--- src/rtl/rom_read_arbiter.sv ---
// rom_read_arbiter: shares one in-order read port between two requesters with a tag FIFO for return routing.
// Ties are round-robin by default; define ROM_ARB_STRICT_PRIORITY_EN to make requester 0 always win.
module rom_read_arbiter #(
  parameter int ADDR_WIDTH      = 11,
  parameter int DATA_WIDTH      = 8,
  parameter int MAX_OUTSTANDING = 4
) (
  input  logic                  clk,
  input  logic                  rst,
  input  logic                  readclk0,
  input  logic [ADDR_WIDTH-1:0] raddr0,
  output logic                  rdy0,
  output logic                  outclk0,
  input  logic                  readclk1,
  input  logic [ADDR_WIDTH-1:0] raddr1,
  output logic                  rdy1,
  output logic                  outclk1,
  output logic [DATA_WIDTH-1:0] out,
  output logic                  ram_readclk,
  output logic [ADDR_WIDTH-1:0] ram_raddr,
  input  logic                  ram_outclk,
  input  logic [DATA_WIDTH-1:0] ram_out,
  output logic                  err
);
  localparam int PW = $clog2(MAX_OUTSTANDING);
  localparam logic [PW:0] FULL = (PW+1)'(MAX_OUTSTANDING);
  logic [1:0] pend_q, pend_d;
  logic [ADDR_WIDTH-1:0] paddr0_q, paddr0_d, paddr1_q, paddr1_d, raddr_q, raddr_d;
  logic [PW-1:0] wptr_q, wptr_d, rptr_q, rptr_d;
  logic [PW:0] cnt_q, cnt_d;
  logic [MAX_OUTSTANDING-1:0] tag_q, tag_d;
  logic [DATA_WIDTH-1:0] out_q, out_d;
  logic rdclk_q, rdclk_d, oc0_q, oc0_d, oc1_q, oc1_d, err_q, err_d;
  logic tie, g, issue, pop, head;
`ifdef ROM_ARB_STRICT_PRIORITY_EN
  assign tie = 1'b0;
`else
  logic last_q;
  always_ff @(posedge clk) last_q <= rst ? 1'b1 : issue ? g : last_q;
  assign tie = !last_q;
`endif
  // a pop in the same cycle frees a slot, so a full FIFO can still accept one issue
  always_comb begin
    g = pend_q[0] ? (pend_q[1] & tie) : 1'b1;
    issue = |pend_q && (cnt_q != FULL || ram_outclk);
    pop = ram_outclk && cnt_q != '0;
    head = tag_q[rptr_q];
    pend_d[0] = (pend_q[0] && !(issue && !g)) || (readclk0 && !pend_q[0]);
    pend_d[1] = (pend_q[1] && !(issue && g)) || (readclk1 && !pend_q[1]);
    paddr0_d = (readclk0 && !pend_q[0]) ? raddr0 : paddr0_q;
    paddr1_d = (readclk1 && !pend_q[1]) ? raddr1 : paddr1_q;
    rdclk_d = issue;
    raddr_d = issue ? (g ? paddr1_q : paddr0_q) : raddr_q;
    tag_d = tag_q;
    if (issue) tag_d[wptr_q] = g;
    wptr_d = wptr_q + PW'(issue);
    rptr_d = rptr_q + PW'(pop);
    cnt_d = cnt_q + (PW+1)'(issue) - (PW+1)'(pop);
    oc0_d = pop && !head;
    oc1_d = pop && head;
    out_d = pop ? ram_out : out_q;
    err_d = err_q || (ram_outclk && cnt_q == '0);
  end
  always_ff @(posedge clk) begin
    if (rst) begin
      pend_q <= '0;
      paddr0_q <= '0;
      paddr1_q <= '0;
      rdclk_q <= 1'b0;
      raddr_q <= '0;
      tag_q <= '0;
      wptr_q <= '0;
      rptr_q <= '0;
      cnt_q <= '0;
      oc0_q <= 1'b0;
      oc1_q <= 1'b0;
      out_q <= '0;
      err_q <= 1'b0;
    end else begin
      pend_q <= pend_d;
      paddr0_q <= paddr0_d;
      paddr1_q <= paddr1_d;
      rdclk_q <= rdclk_d;
      raddr_q <= raddr_d;
      tag_q <= tag_d;
      wptr_q <= wptr_d;
      rptr_q <= rptr_d;
      cnt_q <= cnt_d;
      oc0_q <= oc0_d;
      oc1_q <= oc1_d;
      out_q <= out_d;
      err_q <= err_d;
    end
  end
  assign rdy0 = !pend_q[0];
  assign rdy1 = !pend_q[1];
  assign ram_readclk = rdclk_q;
  assign ram_raddr = raddr_q;
  assign outclk0 = oc0_q;
  assign outclk1 = oc1_q;
  assign out = out_q;
  assign err = err_q;
endmodule
--- config.mk ---
export PLATFORM = sky130hd
export DESIGN_NAME = rom_read_arbiter
export DESIGN_NICKNAME = d
export VERILOG_FILES = /design/src/rtl/rom_read_arbiter.sv
export SDC_FILE = /design/constraint.sdc
export NUM_CORES = 1
export LEC_CHECK = 0
export ABC_CLOCK_PERIOD_IN_PS = 2450
export BUFFER_PORTS_ARGS = -buffer_cell sky130_fd_sc_hd__buf_2
export CAP_MARGIN = 40
export CORE_MARGIN = 2
export CORE_UTILIZATION = 47
export DETAILED_ROUTE_END_ITERATION = 10
export PLACE_DENSITY_LB_ADDON = 0.1
export SYNTH_ARGS = -nofsm -noshare
export SYNTH_HDL_FRONTEND = slang
export SYNTH_SLANG_ARGS = --single-unit
--- constraint.sdc ---
create_clock -name clk -period 2.45 [get_ports clk]
set_clock_uncertainty 0.1 [all_clocks]
set_input_delay 0.49 -clock clk [delete_from_list [all_inputs] [get_ports clk]]
set_output_delay 0.49 -clock clk [all_outputs]
set_load 0.1 [all_outputs]
==> key figures, run 1 <==
Synth
  – Synthesized area per cell: 9.11 µm²
  – Post-Synth Simple-Gate Area: 0.179
  – Synth top area share: 0.487
  – Number of storage elements in the synthesis netlist: 59
  – Compound-gate portion of the synthesized area: 0.199
  – Area of the mapped netlist: 0.00242 mm²
  – Sequential-to-total area share from yosys stat: 0.487
  – Yosys warning count: 0
  – Cell variety after synth: 34
  – Largest family of logic cells by synthesized area: compound AO/OA/AOI/OAI gates
  – Post-synthesis xor/xnor area fraction: 0.0181
  – Adder-cell area share of the yosys netlist: 0.0186
  – Multiplexer fraction of the synthesized cell area: 0.0258
  – Cells after synthesis: 266
  – Most area-consuming cells after synthesis: sky130_fd_sc_hd__dfxtp_1, sky130_fd_sc_hd__nand2_1, sky130_fd_sc_hd__a21oi_1
  – Net count after synthesis: 304
  – Post-synth top area cell: sky130_fd_sc_hd__dfxtp_1

Setup path
  – Count of cells along the worst register-to-register path: 8
  – Critical Path Start Type: flop
  – Startpoint of the most critical register-to-register path: cnt_q[2]
  – Capturing point of the worst reg2reg path: cnt_q[2]
  – Critical path endpoint category: flop
  – Setup slack of the worst register-to-register path: 220 ps
  – Crit path max fanout: 6
  – Data arrival time of the critical path: 2350 ps
  – Worst path required time: 2570 ps
  – Crit Path Class: reg -> reg

Hold path
  – Hold path startpoint: ram_out[6]
  – Worst min-delay path endpoint: out[6]
  – Worst hold-check path type: in -> reg
  – Count of cells along the worst hold path: 3

CTS
  – Number of clock buffers inserted by TritonCTS: 9
  – TritonCTS clock tree: yes
  – Number of instances resized during post-cts repair: 0
  – Sinks on Clock Net: 59
  – Number of buffers inserted for hold repair after clock tree synthesis: 0
  – Clock tree root buffer cell: sky130_fd_sc_hd__clkbuf_8
  – Clock Latency Late Sink: 330 ps
  – Buffers from clock root to sink, at most: 2
  – Clock Pin Slew Worst Setup and Hold Paths: 60 ps
  – Level count of the clock H-tree: 3
  – Post-CTS setup buffers: 0

Final layout
  – Nets: 366
  – Growth of design area from synthesis to finish: 23.5%
  – Area taken by flip-flops and latches: 0.00118 mm²
  – Area of combinational cells with multiple inputs: 0.00108 mm²
  – Utilization after layout: 0.594
  – Total inserted antenna cells: 0
  – Final instance count without filler cells: 403
  – Share of final-layout standard cells stronger than drive strength 1: 0.300
  – Fillers: 474

Timing
  – Final worst path period share: 0.910
  – Final setup fails: 0
  – Final Critical Period: 2230 ps
  – Tightest Pin Transition: 726 ps
  – Relative slew margins: 0.515
  – RSZ-0062 raised after global routing: no
  – Highest Clock Rate: 448 MHz
  – Hold slack: 286 ps
  – Sum Neg Setup Slack: 0 ps
  – Final-report max-slew violation count: 0
  – Count of endpoints failing hold in the final timing report: 0

Status
  – Status: completed

Floorplanning
  – Die height: 75.8 µm
  – Site row count: 26
  – Core Region: 0.00504 mm²
  – Horizontal die dimension: 75.8 µm
  – Starting Density: 0.481
  – Die footprint: 0.00575 mm²
  – Number of primary I/O pins: 60

Global route
  – Initial antenna violation count: 0
  – Total track usage: 0.196
  – First-pass GRT wire length: 8230 µm
  – Global-route congestion overflow total: 0
  – Via count of the first global-routing pass: 1747
  – Largest net degree at the start of global routing: 41

Routing
  – Post-DR wirelength/cell: 13.0 µm
  – Antenna Violating Nets Remaining: 0
  – Via/cell ratio: 5.02
  – Detailed-route via count: 2025
  – # DRC: 0
  – First-pass DRT Iterations: 5
  – Drt total wl: 5220 µm
  – DRC violation total after the first TritonRoute iteration: 93

Power and ir drop
  – Static Leak: 1.25 nW
  – Power per unit of standard cell area: 1110 mW/mm²
  – Worst ir drop on vdd: 638 µV

Placed design
  – Gp weighted congestion: 0.737
  – Post-Place Cells: 387
  – Count of input and output buffers: 59
  – Placed wire-length estimate: 3590 µm

Job
  – Number of max-capacitance violations reported: 0
[worst max path at each step]
stage / endpoint / startpoint / slack [ps] / depth (start not counted)
2_1_floorplan: cnt_q[2] / ram_outclk / -140 / 10
3_3_place_gp: cnt_q[2] / ram_outclk / 30 / 9
3_5_place_dp: cnt_q[2] / ram_outclk / 2 / 9
4_1_cts: cnt_q[2] / cnt_q[2] / 220 / 8
5_1_grt: cnt_q[2] / cnt_q[2] / 120 / 8
6_report: cnt_q[2] / cnt_q[2] / 220 / 8
[power by group]
part           switching [mW]  internal, mW  total, mW  leakage, nW
clock network           0.355         0.477      0.832       0.0997
registers               0.107          1.11       1.22        0.485
logic                   0.886         0.375       1.26        0.666
total                    1.35          1.96       3.31         1.25
[worst max-delay path: stages, from the launching register on]
cell	delay [ps]
sky130_fd_sc_hd__dfxtp_1	430
sky130_fd_sc_hd__or4b_4	520
sky130_fd_sc_hd__o21ai_4	80
sky130_fd_sc_hd__xnor2_1	90
sky130_fd_sc_hd__ha_1	200
sky130_fd_sc_hd__fa_2	360
sky130_fd_sc_hd__xnor2_2	170
sky130_fd_sc_hd__xnor2_1	130
sky130_fd_sc_hd__nor2_1	50
[layout make-up]
type | instances | area share
flip-flops and latches | 59 | 0.394
multi-input cells | 171 | 0.359
repair buffers | 71 | 0.133
clock buffers | 15 | 0.0623
well taps | 70 | 0.0293
inverters | 16 | 0.0201
clock inverters | 1 | 0.00167
[synthesized netlist by cell type (all sizes together)]
library cell	number
inv	16
dfxtp	59
o21bai	1
a21oi	33
o31a	1
mux4	1
o21ai	3
o32ai	11
nand4b	1
ha	2
nor2	8
nor3	5
or3	1
or4b	1
nor2b	6
nand2b	6
o31ai	1
clkbuf	12
nor3b	1
fa	1
a21bo	1
xnor2	5
or4	1
a211oi	1
mux2i	4
nand2	62
a221oi	11
nor4b	3
buf	8
[flip-flops by register name, summed over array words and instances, names as in the netlist, 2 cells and up]
register / cells
cnt_q: 3
out: 8
paddr0_q: 11
paddr1_q: 11
pend_q: 2
ram_raddr: 11
rptr_q: 2
tag_q: 4
wptr_q: 2
[logic make-up after synthesis]
| kind of cell | Yosys count |
|---|---|
| DFF | 59 |
| adders and majority gates | 3 |
| AOI/OAI and AO/OA | 63 |
| buffers and inverters | 36 |
| muxes | 5 |
| and+or+nand+nor | 95 |
| xor gates and xnor gates | 5 |
[layout by cell type (no fill, tap or decap), drive strengths merged]
| cell type | n |
|---|---|
| a21bo | 1 |
| fa | 1 |
| mux2i | 4 |
| or4 | 1 |
| or3 | 1 |
| o21bai | 1 |
| nand2 | 62 |
| dfxtp | 59 |
| or4b | 1 |
| nor2b | 6 |
| mux4 | 1 |
| clkinv | 1 |
| nand2b | 6 |
| a21oi | 33 |
| a211oi | 1 |
| o31ai | 1 |
| xnor2 | 5 |
| nand4b | 1 |
| nor2 | 8 |
| buf | 71 |
| o31a | 1 |
| o32ai | 11 |
| o21ai | 3 |
| ha | 2 |
| a221oi | 11 |
| nor3b | 1 |
| clkbuf | 15 |
| nor3 | 5 |
| nor4b | 3 |
| inv | 16 |
[routing by layer]
layer | up-vias | share of wire | track usage
li1 | 1033 | - | -
met1 | 919 | 0.52 | 0.292
met2 | 59 | 0.40 | 0.249
met3 | 14 | 0.059 | 0.0503
met4 | 0 | 0.024 | 0.117
met5 | - | 0 | 0
[per-stage QoR]
stage | instance area (µm²) | setup slack (ps) | total power [mW]
6_report | 2990 | 219 | 3.31
5_1_grt | 2990 | 123 | 3.48
4_1_cts | 2990 | 222 | 3.33
3_5_place_dp | 2800 | 1.96 | 2.50
3_3_place_gp | 2800 | 31.6 | 2.49
2_1_floorplan | 2430 | -136 | 2.29
(Power assumes the default switching activity.)
==> run 2, diff against run 1 <==
Settings changed: CORE_MARGIN 2 to 3, CTS_CLUSTER_SIZE from default to 24, HOLD_SLACK_MARGIN from default to 0.06.
==> run 2 against run 1 <==
Against the previous run:
- register-to-register slack hardly changed
- combinational power hardly changed
- die area grew 5.3%
- clock power is 13% lower
- critical path type unchanged
==> key figures, run 2 (same netlist as run 1, synthesis figures left out) <==
Timing
  – Final setup fails: 0
  – Final worst setup slack: 217 ps
  – Final worst path period share: 0.911
  – Highest Clock Rate: 448 MHz
  – RSZ-0062 raised after global routing: no
  – Tightest Pin Transition: 662 ps
  – Count of endpoints failing hold in the final timing report: 0
  – Relative slew margins: 0.557
  – Final Critical Period: 2230 ps
  – Final-report max-slew violation count: 0
  – Sum Neg Setup Slack: 0 ps

Global route
  – First-pass GRT wire length: 8740 µm
  – Global-route congestion overflow total: 0
  – Via count of the first global-routing pass: 1893
  – Total track usage: 0.184
  – Largest net degree at the start of global routing: 36
  – Initial antenna violation count: 0

Final layout
  – Total inserted antenna cells: 0
  – Share of final-layout standard cells stronger than drive strength 1: 0.298
  – Most common library cell in the layout ignoring fill and taps: sky130_fd_sc_hd__nand2_1
  – Area of combinational cells with multiple inputs: 0.00108 mm²
  – Fillers: 459
  – Nets: 366
  – Most used cells in the layout excluding fill and tap cells: sky130_fd_sc_hd__nand2_1, sky130_fd_sc_hd__dfxtp_1, sky130_fd_sc_hd__buf_2, sky130_fd_sc_hd__a21oi_1, sky130_fd_sc_hd__inv_1
  – Cell area after layout: 0.00296 mm²
  – Growth of design area from synthesis to finish: 22.1%
  – Area taken by flip-flops and latches: 0.00118 mm²

Placed design
  – Count of input and output buffers: 59
  – Area after DPL: 0.00280 mm²
  – Gp weighted congestion: 0.790
  – Placement Setup Slack: -23.0 ps
  – Placed wire-length estimate: 3650 µm

Routing
  – Via/cell ratio: 4.95
  – Post-DR wirelength/cell: 13.0 µm
  – Drt total wl: 5170 µm
  – Antenna Violating Nets Remaining: 0
  – Detailed-route via count: 1976
  – # DRC: 0
  – DRC violation total after the first TritonRoute iteration: 102
  – First-pass DRT Iterations: 4

Setup path
  – Setup slack of the worst register-to-register path: 220 ps
  – Crit Path Class: reg -> reg
  – Data arrival time of the critical path: 2320 ps
  – Critical Path Start Type: flop
  – Worst path required time: 2540 ps
  – Critical path endpoint category: flop
  – Crit path max fanout: 6

Power and ir drop
  – Power per unit of standard cell area: 1080 mW/mm²
  – Overall power: 3.21 mW
  – Worst ir drop on vdd: 635 µV
  – Static Leak: 1.24 nW

Floorplanning
  – Die height: 77.8 µm
  – Die footprint: 0.00605 mm²
  – Number of primary I/O pins: 60
  – Horizontal die dimension: 77.8 µm
  – Core Region: 0.00485 mm²
  – Site row count: 25
  – Starting Density: 0.500

CTS
  – TritonCTS clock tree: yes
  – Clock tree root buffer cell: sky130_fd_sc_hd__clkbuf_8
  – Number of instances resized during post-cts repair: 0
  – Number of clock buffers inserted by TritonCTS: 9
  – Clock Pin Slew Worst Setup and Hold Paths: 60 ps
  – Clock Latency Late Sink: 320 ps
  – Sinks on Clock Net: 59
  – Post-CTS setup buffers: 0
  – Number of buffers inserted for hold repair after clock tree synthesis: 0
  – Level count of the clock H-tree: 3
  – Buffers from clock root to sink, at most: 2

Hold path
  – Worst hold-check path type: in -> reg

Job
  – Number of max-capacitance violations reported: 0

Status
  – Status: completed
==> run 2: worst paths after layout <==
check / cells past startpoint / end / start
hold reg to reg: 2 / out[0] / out[0]
setup / recovery: 8 / cnt_q[2] / cnt_q[2]
setup reg to reg: 8 / cnt_q[2] / cnt_q[2]
hold / removal: 3 / paddr0_q[4] / raddr0[4]
==> run 2: area by class of cell <==
type	instances	area share
clock buffers	12	0.0490
clock inverters	3	0.00507
inverters	16	0.0203
multi-input cells	171	0.364
flip-flops and latches	59	0.399
well taps	67	0.0283
repair buffers	71	0.134
==> run 2: layer usage <==
metal / global-route usage / wire [µm] / part of all wire
met4: 0.0907 / 82 / 0.016
met3: 0.0348 / 271 / 0.052
met2: 0.257 / 2120 / 0.41
met1: 0.269 / 2690 / 0.52
met5: 0 / 0 / 0
==> run 2: worst max-delay path: stages (launching register included) <==
cell,delay [ps]
sky130_fd_sc_hd__dfxtp_1,410
sky130_fd_sc_hd__or4b_4,510
sky130_fd_sc_hd__o21ai_4,80
sky130_fd_sc_hd__xnor2_1,90
sky130_fd_sc_hd__ha_1,200
sky130_fd_sc_hd__fa_2,350
sky130_fd_sc_hd__xnor2_2,150
sky130_fd_sc_hd__xnor2_1,160
sky130_fd_sc_hd__nor2_1,50
==> run 2: per-stage QoR <==
step                       util  cells  hold slack, ps
after floorplan               -    266             336
after global placement    0.577    384             339
after detailed placement  0.577    384             347
final                     0.610    399             305
after CTS                 0.610    399             288
after global routing      0.610    399             299
==> run 2: power breakdown <==
| group | switching [mW] | internal, mW | leakage [nW] |
|---|---|---|---|
| Combinational | 0.893 | 0.376 | 0.666 |
| Clock | 0.340 | 0.384 | 0.0860 |
| Sequential | 0.104 | 1.11 | 0.485 |
| Total | 1.34 | 1.87 | 1.24 |
==> run 3, diff against run 2 <==
Settings changed: CTS_BUF_LIST from default to sky130_fd_sc_hd__clkbuf_8, PLACE_DENSITY from default to 0.75, PLACE_DENSITY_LB_ADDON 0.1 to default.
==> run 3 against run 2 <==
Against the previous run:
- critical path depth unchanged
- non-clock buffer count is the same
- via count rose by 1.1%
- final area increased by 0.72%
- largest power group unchanged
- highest routed layer unchanged
==> key figures, run 3 (same netlist as run 1, synthesis figures left out) <==
Status
  – Status: completed

CTS
  – Clock Pin Slew Worst Setup and Hold Paths: 60 ps
  – Number of buffers inserted for hold repair after clock tree synthesis: 0
  – Buffers from clock root to sink, at most: 2
  – TritonCTS clock tree: yes
  – Clock Latency Late Sink: 330 ps
  – Level count of the clock H-tree: 3
  – Number of instances resized during post-cts repair: 0
  – Post-CTS setup buffers: 0
  – Clock tree root buffer cell: sky130_fd_sc_hd__clkbuf_8
  – Number of clock buffers inserted by TritonCTS: 9
  – Sinks on Clock Net: 59

Routing
  – Antenna Violating Nets Remaining: 0
  – Detailed-route via count: 1997
  – Via/cell ratio: 5.01
  – DRC violation total after the first TritonRoute iteration: 106
  – Post-DR wirelength/cell: 13.1 µm
  – Drt total wl: 5220 µm
  – # DRC: 0
  – First-pass DRT Iterations: 4

Global route
  – Largest net degree at the start of global routing: 30
  – First-pass GRT wire length: 8800 µm
  – Initial antenna violation count: 0
  – Total track usage: 0.187
  – Via count of the first global-routing pass: 1881
  – Global-route congestion overflow total: 0

Setup path
  – Worst path required time: 2570 ps
  – Count of cells along the worst register-to-register path: 8
  – Capturing point of the worst reg2reg path: cnt_q[2]
  – Setup slack of the worst register-to-register path: 200 ps
  – Critical path endpoint category: flop
  – Crit path max fanout: 6
  – Startpoint of the most critical register-to-register path: cnt_q[2]
  – Data arrival time of the critical path: 2360 ps
  – Crit Path Class: reg -> reg
  – Critical Path Start Type: flop

Timing
  – Final worst setup slack: 203 ps
  – Final-report max-slew violation count: 0
  – Tightest Pin Transition: 730 ps
  – RSZ-0062 raised after global routing: no
  – Final setup fails: 0
  – Highest Clock Rate: 445 MHz
  – Count of endpoints failing hold in the final timing report: 0
  – Final Critical Period: 2250 ps
  – Final worst path period share: 0.917
  – Relative slew margins: 0.512

Final layout
  – Most used cells in the layout excluding fill and tap cells: sky130_fd_sc_hd__nand2_1, sky130_fd_sc_hd__dfxtp_1, sky130_fd_sc_hd__buf_2, sky130_fd_sc_hd__a21oi_1, sky130_fd_sc_hd__inv_1
  – Final instance count without filler cells: 399
  – Growth of design area from synthesis to finish: 23.0%
  – Area of combinational cells with multiple inputs: 0.00108 mm²
  – Total inserted antenna cells: 0
  – Area taken by flip-flops and latches: 0.00118 mm²
  – Fillers: 434
  – Share of final-layout standard cells stronger than drive strength 1: 0.298
  – Nets: 366
  – Cell area after layout: 0.00298 mm²
  – Most common library cell in the layout ignoring fill and taps: sky130_fd_sc_hd__nand2_1
  – Utilization after layout: 0.615

Power and ir drop
  – Power per unit of standard cell area: 1120 mW/mm²
  – Static Leak: 1.25 nW
  – Worst ir drop on vdd: 523 µV

Hold path
  – Worst min-delay path endpoint: paddr0_q[8]
  – Hold path startpoint: raddr0[8]
  – Count of cells along the worst hold path: 3
  – Worst hold-check path type: in -> reg

Job
  – Number of max-capacitance violations reported: 0

Floorplanning
  – Starting Density: 0.500
  – Number of primary I/O pins: 60
  – Die height: 77.8 µm
  – Core Region: 0.00485 mm²
  – Die footprint: 0.00605 mm²
  – Horizontal die dimension: 77.8 µm
  – Site row count: 25

Placed design
  – Area after DPL: 0.00279 mm²
  – Post-Place Cells: 384
  – Placed wire-length estimate: 3690 µm
  – Placement Setup Slack: -10.3 ps
  – Gp weighted congestion: 0.835
  – Count of input and output buffers: 59
[run 3: changes by cell type in the layout (fill, tap and decap cells not counted), sizes merged]
cell	previous run	this run
clkinv	3	1
inv	16	18
bufinv	0	1
clkbuf	12	11
[run 3: final cells by class]
cell class / count / area share
Clock buffer: 11 / 0.0508
Multi-Input combinational cell: 171 / 0.361
Inverter: 16 / 0.0202
Timing Repair Buffer: 71 / 0.129
Sequential cell: 59 / 0.396
Tap cell: 67 / 0.0281
Clock inverter: 4 / 0.0143
[run 3: stage by stage]
stage	hold WS, ps	total power [mW]	TNS, ps
5_1_grt	279	3.52	0
3_5_place_dp	344	2.49	-10.3
2_1_floorplan	336	2.29	-155
6_report	292	3.35	0
4_1_cts	279	3.37	0
3_3_place_gp	340	2.47	0
[run 3: critical path, cell delays in order (launching register included)]
cell and delay, ps:
sky130_fd_sc_hd__dfxtp_1 440, sky130_fd_sc_hd__or4b_4 520, sky130_fd_sc_hd__o21ai_4 90, sky130_fd_sc_hd__xnor2_1 90, sky130_fd_sc_hd__ha_1 200, sky130_fd_sc_hd__fa_2 360, sky130_fd_sc_hd__xnor2_2 170, sky130_fd_sc_hd__xnor2_1 130
sky130_fd_sc_hd__nor2_1 50
[run 3: power breakdown]
part           switching (mW)  internal [mW]
registers               0.108           1.11
logic                   0.886          0.374
clock network           0.360          0.510
total                    1.35           1.99
[run 3: worst max-delay path by stage]
stage                          start        to  slack, ps  depth (start not counted)
final                       cnt_q[2]  cnt_q[2]        200                          8
after CTS                   cnt_q[2]  cnt_q[2]        200                          8
after floorplan           ram_outclk  cnt_q[2]       -140                         10
after global placement    ram_outclk  cnt_q[2]         20                          9
after detailed placement  ram_outclk  cnt_q[2]        -10                          9
after global routing        cnt_q[2]  cnt_q[2]         90                          8
[run 3: layer usage]
layer  wire length [µm]  GRT usage  part of all wire
met5                  0          0                 0
met4                 80     0.0641             0.015
met3                335     0.0731             0.064
met2               2300      0.269              0.44
met1               2500      0.253              0.48
